==> config.mk <==
export PLATFORM = sky130hd
export DESIGN_NAME = core_control_pipe
export DESIGN_NICKNAME = d
export VERILOG_FILES = /design/src/rtl/core_pkg.sv /design/src/rtl/core_branch_cond.sv /design/src/rtl/core_control_pipe.sv
export SDC_FILE = /design/constraint.sdc
export NUM_CORES = 1
export LEC_CHECK = 0
export ABC_AREA = 1
export CORE_MARGIN = 1
export CORE_UTILIZATION = 33
export CTS_CLUSTER_DIAMETER = 40
export DETAILED_ROUTE_END_ITERATION = 10
export PLACE_DENSITY_LB_ADDON = 0.12
export SYNTH_ARGS = -nofsm -noshare
export SYNTH_HDL_FRONTEND = slang
export SYNTH_HIERARCHICAL = 1
export SYNTH_SLANG_ARGS = --single-unit
export TNS_END_PERCENT = 5
==> constraint.sdc <==
create_clock -name clk -period 2.48 [get_ports clk]
set_clock_uncertainty 0.2 [all_clocks]
set_input_delay 0.372 -clock clk [delete_from_list [all_inputs] [get_ports clk]]
set_output_delay 0.372 -clock clk [all_outputs]
set_load 0.02 [all_outputs]
==> src/rtl/core_pkg.sv <==
// Shared encodings for the RV32I/M control pipe: opcodes, ALU op classes,
// PC select codes and the registered EX control bundle.
package core_pkg;

    localparam logic [6:0] OP_R      = 7'b0110011;
    localparam logic [6:0] OP_I      = 7'b0010011;
    localparam logic [6:0] OP_LOAD   = 7'b0000011;
    localparam logic [6:0] OP_STORE  = 7'b0100011;
    localparam logic [6:0] OP_BRANCH = 7'b1100011;
    localparam logic [6:0] OP_JAL    = 7'b1101111;
    localparam logic [6:0] OP_JALR   = 7'b1100111;
    localparam logic [6:0] OP_LUI    = 7'b0110111;
    localparam logic [6:0] OP_AUIPC  = 7'b0010111;

    localparam logic [1:0] ALUOP_ADD    = 2'b00;
    localparam logic [1:0] ALUOP_BRANCH = 2'b01;
    localparam logic [1:0] ALUOP_R      = 2'b10;
    localparam logic [1:0] ALUOP_I      = 2'b11;

    localparam logic [1:0] PC_SEL_PLUS4 = 2'b00;
    localparam logic [1:0] PC_SEL_IMM   = 2'b01;
    localparam logic [1:0] PC_SEL_ALU   = 2'b10;

    localparam logic [6:0] FUNCT7_MDU = 7'b0000001;

    typedef struct packed {
        logic       valid;
        logic       memread;
        logic       memwrite;
        logic       memtoreg;
        logic       regwrite;
        logic       alusrc;
        logic [1:0] aluop;
        logic       jal;
        logic       jalr;
        logic       branch_op;
        logic       mdu;
        logic [2:0] funct3;
    } ctrl_t;

endpackage

==> src/rtl/core_branch_cond.sv <==
// Evaluates the RV32I branch condition for the instruction in EX from the
// ALU compare flags; the reserved funct3 codes 010/011 never take.
module core_branch_cond (
    input  logic [2:0] funct3,
    input  logic       zero,
    input  logic       less,
    input  logic       lessu,
    output logic       taken
);

    always_comb begin
        taken = 1'b0;
        case (funct3)
            3'b000:  taken = zero;
            3'b001:  taken = !zero;
            3'b100:  taken = less;
            3'b101:  taken = !less;
            3'b110:  taken = lessu;
            3'b111:  taken = !lessu;
            default: taken = 1'b0;
        endcase
    end

endmodule

==> src/rtl/core_control_pipe.sv <==
// RV32I/M control unit: decodes ID into a control bundle, registers it into
// EX, resolves redirects in EX and handles load-use and MDU stalls.
module core_control_pipe
    import core_pkg::*;
#(
    parameter int REG_AW  = 5,
    parameter int EN_MDU  = 1,
    parameter int MDU_LAT = 4
) (
    input  logic              clk,
    input  logic              rst_n,
    input  logic              id_valid_i,
    input  logic [6:0]        id_opcode_i,
    input  logic [2:0]        id_funct3_i,
    input  logic [6:0]        id_funct7_i,
    input  logic [REG_AW-1:0] id_rs1_i,
    input  logic [REG_AW-1:0] id_rs2_i,
    input  logic [REG_AW-1:0] id_rd_i,
    input  logic              ex_zero_i,
    input  logic              ex_less_i,
    input  logic              ex_lessu_i,
    output logic              ex_valid_o,
    output logic              ex_memread_o,
    output logic              ex_memwrite_o,
    output logic              ex_memtoreg_o,
    output logic              ex_regwrite_o,
    output logic              ex_alusrc_o,
    output logic [1:0]        ex_aluop_o,
    output logic              ex_jal_o,
    output logic              ex_jalr_o,
    output logic              ex_branch_op_o,
    output logic              ex_mdu_o,
    output logic [2:0]        ex_funct3_o,
    output logic [REG_AW-1:0] ex_rd_o,
    output logic              stall_o,
    output logic              if_flush_o,
    output logic [1:0]        pc_sel_o,
    output logic              illegal_o
);

    localparam int CNT_W = $clog2(MDU_LAT + 1);

    ctrl_t             dec;
    ctrl_t             ex_q;
    logic [REG_AW-1:0] rd_q;
    logic [CNT_W-1:0]  mdu_cnt;
    logic              known_op;
    logic              rs2_used;
    logic              taken;
    logic              load_use;
    logic              busy;
    logic              ex_load;

    always_comb begin
        dec        = '0;
        known_op   = 1'b1;
        rs2_used   = 1'b0;
        dec.valid  = 1'b1;
        dec.funct3 = id_funct3_i;
        case (id_opcode_i)
            OP_R: begin
                dec.regwrite = 1'b1;
                dec.aluop    = ALUOP_R;
                dec.mdu      = (EN_MDU != 0) && (id_funct7_i == FUNCT7_MDU);
                rs2_used     = 1'b1;
            end
            OP_I: begin
                dec.regwrite = 1'b1;
                dec.alusrc   = 1'b1;
                dec.aluop    = ALUOP_I;
            end
            OP_LOAD: begin
                dec.memread  = 1'b1;
                dec.memtoreg = 1'b1;
                dec.regwrite = 1'b1;
                dec.alusrc   = 1'b1;
            end
            OP_STORE: begin
                dec.memwrite = 1'b1;
                dec.alusrc   = 1'b1;
                rs2_used     = 1'b1;
            end
            OP_BRANCH: begin
                dec.branch_op = 1'b1;
                dec.aluop     = ALUOP_BRANCH;
                rs2_used      = 1'b1;
            end
            OP_JAL: begin
                dec.regwrite = 1'b1;
                dec.jal      = 1'b1;
            end
            OP_JALR: begin
                dec.regwrite = 1'b1;
                dec.alusrc   = 1'b1;
                dec.jalr     = 1'b1;
            end
            OP_LUI, OP_AUIPC: begin
                dec.aluop = ALUOP_ADD;
            end
            default: known_op = 1'b0;
        endcase
    end

    core_branch_cond u_branch_cond (
        .funct3 (ex_q.funct3),
        .zero   (ex_zero_i),
        .less   (ex_less_i),
        .lessu  (ex_lessu_i),
        .taken  (taken)
    );

    always_comb begin
        pc_sel_o = PC_SEL_PLUS4;
        if (ex_q.valid) begin
            if ((ex_q.branch_op && taken) || ex_q.jal) begin
                pc_sel_o = PC_SEL_IMM;
            end else if (ex_q.jalr) begin
                pc_sel_o = PC_SEL_ALU;
            end
        end
    end

    assign if_flush_o = (pc_sel_o != PC_SEL_PLUS4);
    assign load_use   = ex_q.valid && ex_q.memread && (rd_q != '0) && id_valid_i &&
                        ((rd_q == id_rs1_i) || (rs2_used && (rd_q == id_rs2_i)));
    assign busy       = (mdu_cnt != '0);
    assign stall_o    = (load_use || busy) && !if_flush_o;
    assign ex_load    = !if_flush_o && !busy && !load_use && id_valid_i && known_op;

    // Flush beats the MDU hold, which beats the load-use bubble; only a clean
    // ID slot can load a new bundle or report an illegal opcode.
    always_ff @(posedge clk or negedge rst_n) begin
        if (!rst_n) begin
            ex_q      <= '0;
            rd_q      <= '0;
            illegal_o <= 1'b0;
            mdu_cnt   <= '0;
        end else begin
            illegal_o <= 1'b0;
            if (if_flush_o) begin
                ex_q <= '0;
                rd_q <= '0;
            end else if (busy) begin
                ex_q <= ex_q;
                rd_q <= rd_q;
            end else if (load_use || !id_valid_i || !known_op) begin
                ex_q      <= '0;
                rd_q      <= '0;
                illegal_o <= !load_use && id_valid_i && !known_op;
            end else begin
                ex_q <= dec;
                rd_q <= id_rd_i;
            end

            if (ex_load && dec.mdu) begin
                mdu_cnt <= CNT_W'(MDU_LAT - 1);
            end else if (busy) begin
                mdu_cnt <= mdu_cnt - CNT_W'(1);
            end
        end
    end

    assign ex_valid_o     = ex_q.valid;
    assign ex_memread_o   = ex_q.memread;
    assign ex_memwrite_o  = ex_q.memwrite;
    assign ex_memtoreg_o  = ex_q.memtoreg;
    assign ex_regwrite_o  = ex_q.regwrite;
    assign ex_alusrc_o    = ex_q.alusrc;
    assign ex_aluop_o     = ex_q.aluop;
    assign ex_jal_o       = ex_q.jal;
    assign ex_jalr_o      = ex_q.jalr;
    assign ex_branch_op_o = ex_q.branch_op;
    assign ex_mdu_o       = ex_q.mdu;
    assign ex_funct3_o    = ex_q.funct3;
    assign ex_rd_o        = rd_q;

endmodule
==> results.txt, run 1 <==
Post-Place Cell Area - 2337 sq um
final hold violation count - 0
nature of the critical path startpoint - register
share of the yosys chip area belonging to registers - 38.59%
relative max-transition margin - 79.51%
# fillers - 410
minimum period implied by the final worst setup slack - 2449 ps
worst setup path category - reg2out
fraction of final layout cells sized beyond drive strength 1 - 22.97%
max-cap violation count - 0
CTS Root Cell - clkbuf_8
max-slew violation count - 0
Seq cells post-synth - 23
maximum number of pins on one net before global-route repair - 24
Die ar. - 4792 sq um
number of diodes - 0
mean cell area of the mapped netlist - 7.205 sq um
total wire length - 3675 microns
final worst hold slack - 250.2 ps
Worst Max-Slew Pin Slew - 307.4 ps
dpl hpwl - 2928 microns
synthesized cell area - 1491 sq um
CP Max Fanout - 4
Mapped Nets - 247
antenna violations before repair - 0
site row count - 24
area overhead of the layout relative to synthesis - 64.51%
Max Clk Rate - 408.3 MHz
Hold Crit Class - in2async
worst vdd ir - 216.7 uV
unrepaired setup endpoints after global routing - yes
placer congestion estimate - 0.8363
Yosys warning total - 6
Antenna Nets Post-Route - 0
Die Width - 69.23 microns
Layout Cells excl Fill - 348
number of buffers created by CTS - 3
number of placed cells counting well taps - 341
first-pass GRT wire length - 6389 microns
CTS tree - yes
number of distinct standard cells referenced by the synthesized netlist - 31
Routed WL per cell - 10.56 microns
Starting DRT DRC Count - 25
placeable core region - 4354 sq um
critical path capture point type - output port
Avg Vias per Cell - 4.405
worst-case clock buffer depth - 2
Starting Density - 34.25%
arrival time of data at the critical path endpoint - 1880 ps
total area of multi-input combinational cells - 790.8 sq um
areal power density over the cells - 491.3 nW/um^2
Pleak - 1.248 nW
core occupancy in the finished layout - 56.35%
detailed-route via count - 1533
register cell area after layout - 576.8 sq um
floorplan die height - 69.23 microns
Final setup viols - 0
most used cells in the layout excluding fill and tap cells - nand2_1 (55), clkdlybuf4s50_1 (55), inv_1 (30)
CP required - 1910 ps
insertion delay to the later sink of the worst-skew pair - 260 ps
H-tree levels - 1
run status - completed
DRC violations left - 0
Mapped Cells - 207
count of input and output buffers - 62
Tcrit/Tclk final - 98.76%
GRT Util Overall - 16.30%
number of clock sinks seen by CTS - 23
vias in the first global route - 1434
final design area excluding fillers - 2454 sq um
number of nets at the end of the flow - 337
clock edge transition at the registers on the reported setup and hold paths - 90 ps
sum of overflow across all layers after global routing - 0
boundary pin count - 63
detailed-router iteration count before antenna repair - 4
==> cell type report <==
type	instances	share of cell area (%)
clock buffer	3	1.683
multi-input combinational	143	32.23
inverter	36	5.507
timing repair buffer	90	34.22
clock inverter	1	0.2040
sequential	23	23.51
tap	52	2.652
==> where the power goes <==
group,internal (mW),switching (mW)
clock,0.112,0.121
sequential,0.423,0.0365
combinational,0.257,0.255
total,0.793,0.413
==> cells in the mapped netlist <==
cell type / n / area share, %
nor3_1: 4 / 1.3
nand4_1: 11 / 4.6
o21ai_1: 2 / 0.67
nand3_1: 9 / 3.0
nand2_2: 3 / 1.3
a21oi_1: 1 / 0.34
clkbuf_2: 1 / 0.34
nand3_2: 2 / 1.3
a21o_1: 1 / 0.50
ha_1: 2 / 1.7
nor4_1: 1 / 0.42
nor2_4: 1 / 0.75
a21oi_2: 1 / 0.59
nand2_1: 59 / 15
o21ai_0: 10 / 3.4
or2_2: 1 / 0.42
o21ai_2: 7 / 4.1
buf_2: 2 / 0.67
or2_0: 1 / 0.42
and2_1: 1 / 0.42
nor2_1: 16 / 4.0
nor2_2: 2 / 0.84
inv_2: 2 / 0.50
a21oi_4: 1 / 1.1
inv_1: 34 / 8.6
nand3b_1: 1 / 0.50
dfrtp_1: 23 / 39
xnor2_1: 2 / 1.2
buf_6: 1 / 0.75
buf_4: 1 / 0.50
xor2_1: 4 / 2.3
==> repair_timing <==
| item | CTS | global route |
|---|---|---|
| setup endpoints to repair | 4 | 15 |
| pin swaps | 0 | 8 |
| resized for setup | 10 | 18 |
| setup buffers | 0 | 3 |
| hold buffers | 0 | 0 |
==> sequential cells by signal, summed over array words and instances (netlist names) <==
name / count
ex_aluop_o: 2
ex_alusrc_o: 1
ex_branch_op_o: 1
ex_funct3_o: 3
ex_jal_o: 1
ex_jalr_o: 1
ex_mdu_o: 1
ex_memread_o: 1
ex_memwrite_o: 1
ex_rd_o: 5
ex_regwrite_o: 1
ex_valid_o: 1
illegal_o: 1
mdu_cnt: 3
==> cells by family (layout without fill, tap and decap cells) <==
logic type	after synthesis	in the layout	share of synthesized area (%)
simple gates	112	112	34.23
buf+inv	41	130	11.33
compound gates	23	23	10.65
flops	23	23	38.59
xor+xnor	6	6	3.523
fa+ha+maj	2	2	1.678
==> worst max-delay path: stages, from the launching register on <==
cell     delay, ps
dfrtp_1        420
or2_0          210
nand4_1         70
nand2_1         60
a21o_1         200
nand2_1         70
inv_2           50
nor2_4         120
inv_2           70
nor2_4         110
inv_2           50
o21ai_2         60
buf_6          130
==> layer usage <==
metal  part of all wire (%)  global-route usage, %  vias to the layer above
li1                       -                      -                      831
met4                    1.1                  4.082                        0
met1                     47                  21.18                      658
met2                     48                  28.69                       40
met3                    3.7                  1.890                        4
met5                      0                      0                        -
==> per-stage QoR <==
| step | TNS [ps] | worst slack (ps) | total power, mW |
|---|---|---|---|
| floorplan | 0 | 45.41 | 0.7319 |
| global placement | -3333 | -581.1 | 0.9474 |
| detailed placement | -4349 | -652.7 | 0.9580 |
| CTS | -188.4 | -125.2 | 1.195 |
| global route | -106.4 | -71.80 | 1.301 |
| finish | 0 | 30.68 | 1.206 |
==> worst paths after layout <==
path | start | endpoint | slack [ps] | cells after the start
min in group clk | ex_mdu_o | ex_mdu_o | 280 | 2
max in group asynchronous | rst_n | ex_funct3_o[2] | 1580 | 2
setup reg to reg | ex_funct3_o[0] | ex_jalr_o | 140 | 14
hold / removal | rst_n | ex_memwrite_o | 250 | 2
setup / recovery | ex_funct3_o[0] | stall_o | 30 | 12
hold reg to reg | ex_mdu_o | ex_mdu_o | 280 | 2
Note: power is estimated with default switching activity, not from simulation.
==> run 2: changes to the inputs <==
clock period = 3.1 ns   (was 2.48 ns; I/O delays follow)
==> results.txt, run 2 (same netlist as run 1, synthesis figures left out) <==
relative max-transition margin - 79.80% (+0.29 points)
placer congestion estimate - 0.7827 (-6.4%)
# fillers - 455 (+11%)
post-layout power - 920.4 uW (-24%)
max-cap violation count - 0 (unchanged)
dpl hpwl - 3008 microns (+2.7%)
critical path capture point type - output port
CTS Root Cell - clkbuf_8
worst vdd ir - 166.7 uV (-23%)
count of input and output buffers - 62 (unchanged)
run status - completed
detailed-route via count - 1526 (-0.46%)
number of flip-flops under the largest register name - 5 (unchanged)
number of diodes - 0 (unchanged)
DRC violations left - 0 (unchanged)
site row count - 24 (unchanged)
Worst Max-Slew Pin Slew - 300.3 ps (-7.114 ps)
detailed-router iteration count before antenna repair - 4 (unchanged)
final design area excluding fillers - 2313 sq um (-5.7%)
Routed WL per cell - 11.21 microns (+6.2%)
arrival time of data at the critical path endpoint - 2280 ps (+400 ps)
cell with the biggest individual delay on the critical path - clkdlybuf4s50_1
CP required - 2430 ps (+520 ps)
Die ar. - 4792 sq um (unchanged)
number of clock sinks seen by CTS - 23 (unchanged)
placeable core region - 4354 sq um (unchanged)
kind of cell adding the most delay to the critical path - buffers and inverters
Final setup viols - 0 (unchanged)
Max Clk Rate - 339.9 MHz
fraction of final layout cells sized beyond drive strength 1 - 14.39% (-8.6 points)
insertion delay to the later sink of the worst-skew pair - 260 ps (about the same)
Layout Cells excl Fill - 337 (-3.2%)
number of buffers and inverters on the critical path - 4 (unchanged)
number of buffers created by CTS - 3 (unchanged)
Die Width - 69.23 microns (unchanged)
number of buffers added for setup after CTS - 0 (unchanged)
H-tree levels - 1 (unchanged)
Avg Vias per Cell - 4.528 (+2.8%)
Sum Neg Setup Slack - 0 ps (unchanged)
clock edge transition at the registers on the reported setup and hold paths - 80 ps (about the same)
GRT Util Overall - 16.62% (+0.32 points)
worst-case clock buffer depth - 2 (unchanged)
sum of overflow across all layers after global routing - 0 (unchanged)
nature of the critical path startpoint - input port
Pleak - 1.160 nW (-7.0%)
Post-Place Cell Area - 2271 sq um (-2.8%)
final hold violation count - 0 (unchanged)
worst setup path category - in2out
list of cells traversed by the critical path - clkdlybuf4s50_1 > inv_1 > nand2_1 > nand3_1 > nand3_1 > nand2_1 > a21o_1 > nor2_1 > buf_4 > clkdlybuf4s50_1
maximum number of pins on one net before global-route repair - 24 (unchanged)
CP Max Fanout - 2 (-2)
commonest non-fill, non-tap cell in the layout - clkdlybuf4s50_1
max-slew violation count - 0 (unchanged)
maximum single-stage delay on the critical path - 590 ps (+170 ps)
minimum period implied by the final worst setup slack - 2942 ps
first-pass GRT wire length - 6458 microns (+1.1%)
areal power density over the cells - 397.8 nW/um^2 (-19%)
Starting Density - 34.25% (unchanged)
antenna violations before repair - 0 (unchanged)
total wire length - 3779 microns (+2.8%)
Tcrit/Tclk final - 94.90%
most used cells in the layout excluding fill and tap cells - clkdlybuf4s50_1 (60), nand2_1 (59), inv_1 (34)
Antenna Nets Post-Route - 0 (unchanged)
Hold Crit Class - reg2reg
Starting DRT DRC Count - 41 (+64%)
vias in the first global route - 1437 (+0.21%)
area overhead of the layout relative to synthesis - 55.12%
boundary pin count - 63 (unchanged)
number of placed cells counting well taps - 333 (-2.3%)
CTS tree - yes
number of nets at the end of the flow - 326 (-3.3%)
floorplan die height - 69.23 microns (unchanged)
-- run 2: changes by cell type in the layout (fill, tap and decap cells not counted), moves of 3 or more --
| cell | before | now |
|---|---|---|
| nand3_2 | 5 | 2 |
| inv_2 | 6 | 2 |
| dlygate4sd2_1 | 3 | 0 |
| buf_4 | 27 | 17 |
| nand2_2 | 7 | 3 |
| nand3_1 | 6 | 9 |
| clkdlybuf4s50_1 | 55 | 60 |
| nand2_1 | 55 | 59 |
| inv_1 | 30 | 34 |
-- run 2: timing repair --
item / CTS / global route
resized for setup: 1 / 4
pin swaps: 0 / 0
endpoints found under the setup margin: 1 / 2
hold buffers: 0 / 0
-- run 2: final timing paths --
path | start | depth (start not counted) | end | slack [ps]
worst max-delay path | ex_zero_i | 10 | pc_sel_o[1] | 160
worst min-delay path | ex_mdu_o | 2 | ex_mdu_o | 290
worst max register to register | ex_funct3_o[0] | 12 | mdu_cnt[2] | 740
worst min register to register | ex_mdu_o | 2 | ex_mdu_o | 290
max in group asynchronous | rst_n | 2 | mdu_cnt[1] | 2120
min in group asynchronous | rst_n | 2 | ex_jalr_o | 350
-- run 2: layer usage --
metal | track usage, % | part of all wire, % | vias to the layer above
met1 | 21.27 | 47 | 682
met5 | 0 | 0 | -
li1 | - | - | 807
met2 | 29.23 | 49 | 35
met4 | 4.762 | 0.87 | 0
met3 | 2.035 | 2.7 | 2
-- run 2: cell type report --
| class | count | area (sq um) | area share [%] |
|---|---|---|---|
| clock buffers | 4 | 45.04 | 1.947 |
| inverters | 36 | 135.1 | 5.841 |
| multi-input cells | 143 | 747.0 | 32.29 |
| flip-flops and latches | 23 | 575.6 | 24.88 |
| well taps | 52 | 65.06 | 2.812 |
| repair buffers | 79 | 745.7 | 32.23 |
-- run 2: where the power goes --
group	internal (mW)	switching, mW	total, mW
registers	0.338	0.0293	0.368
logic	0.172	0.194	0.367
clock network	0.0916	0.0944	0.186
total	0.602	0.318	0.920
-- run 2: worst register-to-register path, cell delays in order, from the launching register on --
cell	delay [ps]
dfrtp_1	440
or2_0	250
nand4_1	80
nand2_1	80
a21o_1	170
nand2_1	50
inv_1	50
nor2_1	120
nand2_1	130
a21oi_4	160
buf_4	170
nand4_1	170
and2_1	190
-- run 2: per-stage QoR --
step / util [%] / hold WS (ps) / setup slack [ps]
2_1_floorplan: - / -30.59 / 389.7
3_3_place_gp: 52.16 / 269.5 / -137.8
3_5_place_dp: 52.16 / 271.6 / -219.3
4_1_cts: 53.16 / 293.8 / 59.11
5_1_grt: 53.13 / 326.1 / -5.687
6_report: 53.13 / 289.3 / 158.1
